### config.mk
export PLATFORM = sky130hd
export DESIGN_NAME = eeprom_rw_scheduler
export DESIGN_NICKNAME = d
export VERILOG_FILES = /design/src/rtl/eeprom_rw_scheduler.sv
export SDC_FILE = /design/constraint.sdc
export NUM_CORES = 1
export LEC_CHECK = 0
export BUFFER_PORTS_ARGS = -buffer_cell sky130_fd_sc_hd__buf_2
export CAP_MARGIN = 20
export CORE_ASPECT_RATIO = 1.75
export CORE_MARGIN = 3
export CORE_UTILIZATION = 45
export CTS_CLUSTER_SIZE = 30
export DETAILED_ROUTE_END_ITERATION = 16
export PLACE_DENSITY = 0.79
export SYNTH_ARGS = -nofsm -noshare
export SYNTH_HDL_FRONTEND = slang
export SYNTH_SLANG_ARGS = --single-unit
### constraint.sdc
create_clock -name sclk -period 4.35 [get_ports sclk]
set_input_delay 0.87 -clock sclk [delete_from_list [all_inputs] [get_ports sclk]]
set_output_delay 0.87 -clock sclk [all_outputs]
set_load 0.1 [all_outputs]
### src/rtl/eeprom_rw_scheduler.sv
// eeprom_rw_scheduler: round-robin sharing of one 3-byte EEPROM engine with boot auto-load and watchdog
module eeprom_rw_scheduler #(
  parameter int         NUM_REQ     = 2,
  parameter logic [7:0] BOOT_ADDR   = 8'h00,
  parameter int         TIMEOUT_CYC = 2_000_000
) (
  input  logic                  sclk,
  input  logic                  rst,
  input  logic [NUM_REQ-1:0]    req_valid,
  input  logic [NUM_REQ-1:0]    req_is_write,
  input  logic [8*NUM_REQ-1:0]  req_addr,
  input  logic [24*NUM_REQ-1:0] req_wdata,
  output logic [NUM_REQ-1:0]    req_ack,
  output logic [NUM_REQ-1:0]    rsp_done,
  output logic                  rsp_err,
  output logic [23:0]           rsp_rdata,
  output logic [23:0]           boot_data,
  output logic                  boot_valid,
  output logic                  busy,
  output logic [7:0]            ee_start_addr,
  output logic [23:0]           ee_wdata,
  output logic                  ee_write_trig,
  output logic                  ee_read_trig,
  input  logic                  ee_write_done,
  input  logic                  ee_read_done,
  input  logic [23:0]           ee_rdata
);
  localparam int PW = NUM_REQ > 1 ? $clog2(NUM_REQ) : 1;
  localparam int WW = $clog2(TIMEOUT_CYC) + 1;
  typedef enum logic [2:0] {BOOT_ISSUE, BOOT_WAIT, IDLE, ISSUE, WAIT} state_t;
  state_t state_q, state_d;
  logic [PW-1:0] ptr_q, ptr_d, gnt, idx;
  logic [WW-1:0] wd_q, wd_d;
  logic dir_q, dir_d, any, done_m, wd_hit, g_wr;
  logic [7:0] g_addr, ee_start_addr_d;
  logic [23:0] g_wdata, ee_wdata_d, rsp_rdata_d, boot_data_d;
  logic [NUM_REQ-1:0] req_ack_d, rsp_done_d;
  logic rsp_err_d, boot_valid_d, ee_write_trig_d, ee_read_trig_d;
  assign busy   = state_q != IDLE;
  assign wd_hit = wd_q == WW'(TIMEOUT_CYC - 1);
  assign done_m = state_q == BOOT_WAIT ? ee_read_done : (dir_q ? ee_write_done : ee_read_done);
  // round-robin search starting just after the last winner, plus the winner's request fields
  always_comb begin
    any = 1'b0;
    gnt = ptr_q;
    idx = '0;
    g_addr = '0;
    g_wdata = '0;
    g_wr = 1'b0;
    for (int k = 1; k <= NUM_REQ; k++) begin
      idx = PW'((int'(ptr_q) + k) % NUM_REQ);
      if (!any && req_valid[idx]) begin
        any = 1'b1;
        gnt = idx;
      end
    end
    for (int j = 0; j < NUM_REQ; j++)
      if (gnt == PW'(j)) begin
        g_addr = req_addr[8*j +: 8];
        g_wdata = req_wdata[24*j +: 24];
        g_wr = req_is_write[j];
      end
  end
  // state and all registered outputs; reset aborts everything and restarts the boot load
  always_ff @(posedge sclk or posedge rst)
    if (rst) begin
      state_q <= BOOT_ISSUE;
      ptr_q <= PW'(NUM_REQ - 1);
      wd_q <= '0;
      dir_q <= 1'b0;
      req_ack <= '0;
      rsp_done <= '0;
      rsp_err <= 1'b0;
      rsp_rdata <= '0;
      boot_data <= '0;
      boot_valid <= 1'b0;
      ee_start_addr <= '0;
      ee_wdata <= '0;
      ee_write_trig <= 1'b0;
      ee_read_trig <= 1'b0;
    end else begin
      state_q <= state_d;
      ptr_q <= ptr_d;
      wd_q <= wd_d;
      dir_q <= dir_d;
      req_ack <= req_ack_d;
      rsp_done <= rsp_done_d;
      rsp_err <= rsp_err_d;
      rsp_rdata <= rsp_rdata_d;
      boot_data <= boot_data_d;
      boot_valid <= boot_valid_d;
      ee_start_addr <= ee_start_addr_d;
      ee_wdata <= ee_wdata_d;
      ee_write_trig <= ee_write_trig_d;
      ee_read_trig <= ee_read_trig_d;
    end
  // next state: a done or the watchdog ends each wait; a done in the same cycle wins
  always_comb begin
    state_d = state_q;
    case (state_q)
      BOOT_ISSUE: state_d = BOOT_WAIT;
      BOOT_WAIT:  state_d = done_m || wd_hit ? IDLE : BOOT_WAIT;
      IDLE:       state_d = any ? ISSUE : IDLE;
      ISSUE:      state_d = WAIT;
      WAIT:       state_d = done_m || wd_hit ? IDLE : WAIT;
      default:    state_d = BOOT_ISSUE;
    endcase
  end
  // outputs and datapath: pulses default low, everything else holds
  always_comb begin
    ptr_d = ptr_q;
    dir_d = dir_q;
    wd_d = wd_q;
    req_ack_d = '0;
    rsp_done_d = '0;
    rsp_err_d = 1'b0;
    rsp_rdata_d = rsp_rdata;
    boot_data_d = boot_data;
    boot_valid_d = boot_valid;
    ee_start_addr_d = ee_start_addr;
    ee_wdata_d = ee_wdata;
    ee_write_trig_d = 1'b0;
    ee_read_trig_d = 1'b0;
    case (state_q)
      BOOT_ISSUE: begin
        ee_start_addr_d = BOOT_ADDR;
        ee_read_trig_d = 1'b1;
        wd_d = '0;
      end
      BOOT_WAIT: begin
        wd_d = wd_q + WW'(1);
        boot_data_d = done_m ? ee_rdata : boot_data;
        boot_valid_d = boot_valid | done_m;
      end
      IDLE: if (any) begin
        req_ack_d[gnt] = 1'b1;
        ptr_d = gnt;
        dir_d = g_wr;
        ee_start_addr_d = g_addr;
        ee_wdata_d = g_wdata;
      end
      ISSUE: begin
        ee_write_trig_d = dir_q;
        ee_read_trig_d = !dir_q;
        wd_d = '0;
      end
      WAIT: begin
        wd_d = wd_q + WW'(1);
        rsp_done_d[ptr_q] = done_m | wd_hit;
        rsp_err_d = !done_m && wd_hit;
        rsp_rdata_d = done_m && !dir_q ? ee_rdata : rsp_rdata;
      end
      default: ;
    endcase
  end
endmodule
==> qor.yml <==
period_share_pct: 64.0
die_w_um: 85.7
viasPerCell: 5.32
fp.dieArea_um2: 12500
cts_htree_levels: 4
cts_sinks: 115
cts_inserted_buffers: 17
synthTopCellsByCount: "dfrtp_1 (114), o21ai_0 (63), nand2_1 (51), mux2_2 (49), mux2i_1 (34)"
synth_most_common_cell: "dfrtp_1"
post_dp_cell_area_um2: 6070
core_um2: 10800
grt_pass1_wl_um: 20200
rsz0062_at_grt: "no"
holdBufCountCts: 0
fin_nets: 716
syn_inst: 435
post-cts-setup-buffer-count: 0
hold_class: "input pin to asynchronous set/reset pin"
grt_pass1_vias: 4179
endpoint_kind: "output port"
crit_type: "register to output port"
ys_top_cells_by_area: "dfrtp_1 (57%), mux2_2 (11%), mux2i_1 (6.8%)"
final_cell_area_um2: 6690
max_freq_mhz: 359
hold_viol: 0
drt_iter0_markers: 191
syn_to_final_growth_pct: 33.7
cts_buffer_depth: 2
slowest_delay_ps: 580
drive_gt1_share_pct: 44.5
status: "finished clean"
tns_ps: 0
place.gp.congestion: 0.936
cts_tree: "yes"
grt_overflow_total: 0
drt_wl_total_um: 12500
synth_edf_count: 0
clkTransAtPathRegs_ps: 60
path_max_fanout: 11
dieHeight_um: 145
slew_headroom_pct: 39.8
antenna_left: 0
syn-num-nets: 532
cap_violations: 0
final_util_pct: 62.2
syn_area_per_cell_um2: 11.5
io_pins: 185
start_util_pct: 46.5
ys_ff_latch: 115
whs_ps: 460
antenna_found_initial: 0
vias: 4056
routedWlPerCell_um: 16.5
dp_hpwl_um: 9270
grt_max_degree: 55
cts_resized: 0
worst_slew_pin_slew_ps: 900
synth_seq_area_share_pct: 57.6
rows: 50
yosys.area.top_type_share_pct: 57.0
drt_first_pass_iters: 5
required_ps: 3480
slew_viol_final: 0
critPathArrivalTime_ps: 1920
yosys_warnings: 0
root_buffer: "clkbuf_16"
io_buffers: 184
diodes: 0
async_reset_ff_share_pct: 100
slowest_stage: "nor3b_1"
synthFlopType: "dfrtp_1"
critPathLaunchType: "register"
setup_violations: 0
clock_latency_ps: 410
grt_usage_pct: 20.4
synth_cell_types: 42
period_needed_ps: 2790
path_cells: "nor3b_1, inv_1, buf_2"
synth_area_um2: 5000
num-fill-cells: 864
synth_area_leader_cell: "dfrtp_1"
drc: 0
finalClockSkew_ps: 8.96
cell families after synthesis:
| logic type | share of synthesized area [%] |
|---|---|
| fa+ha+maj | 0.250 |
| compound gates | 9.15 |
| buf+inv | 2.85 |
| xor+xnor | 1.23 |
| flops | 57.6 |
| simple gates | 11.1 |
| mux | 17.8 |
cell usage in the layout (no fill, tap or decap), types with 3 or more instances in the layout:
cell type  instances
mux2i_1           34
nand4_1            9
a21o_1             4
a21oi_1            8
xor2_1             6
a31oi_1            3
nor3_1             3
mux2_2            49
o21ai_0           62
and3_1             4
nor2_1            16
clkbuf_16         17
nand3_1           10
dfrtp_1          114
buf_4              4
bufinv_16          3
nand2_1           51
clkinv_4           7
inv_1              6
buf_2            184
worst max-delay path, delay by kind of cell (launching register included):
family                 cells  cell delay [ps]
buffers and inverters      2              400
AND/OR/NAND/NOR            1              580
flip-flops                 1              540
final cells by class:
cell class                      instances  area (um2)  share of cell area (%)
Clock buffer                           18         429                    6.42
Sequential cell                       115        2880                    43.0
Multi-Input combinational cell        288        2010                    30.0
Tap cell                              130         163                    2.43
Inverter                                7        28.8                   0.430
Clock inverter                         14         181                    2.71
Timing Repair Buffer                  190         998                    14.9
metrics by stage:
stage	setup WS, ps	cells
after CTS	1520	761
after floorplan	438	435
after detailed placement	1760	729
final	1560	762
after global routing	1460	762
after global placement	1800	727
flip-flops by register name, indices dropped and copies added (netlist names):
name,flops
ee_wdata,24
rsp_done,2
wd_q,22
rsp_rdata,24
boot_data,24
rsp_err,1
dir_q,1
state_q,3
ee_start_addr,8
ee_read_trig,1
ptr_q,1
ee_write_trig,1
boot_valid,1
req_ack,2
final timing paths:
| kind | from | end | slack (ps) | cells after the start |
|---|---|---|---|---|
| max | state_q[1] | busy | 1560 | 3 |
| min | rst | boot_data[22] | 460 | 2 |
| max reg2reg | wd_q[0] | rsp_done[0] | 2260 | 6 |
| min reg2reg | ee_wdata[22] | ee_wdata[22] | 470 | 2 |
| max in group asynchronous | rst | ee_wdata[21] | 2890 | 3 |
| min in group sclk | ee_wdata[22] | ee_wdata[22] | 470 | 2 |
metal layers:
metal	up-vias	wire, um	global-route usage (%)
met5	-	0	0
met4	0	299	9.03
met3	20	630	4.93
met2	150	7070	37.2
met1	1982	4540	21.6
li1	1904	-	-
Power is not shown: default switching activity piles up to over one toggle a cycle in this logic, so the estimate is an artifact.
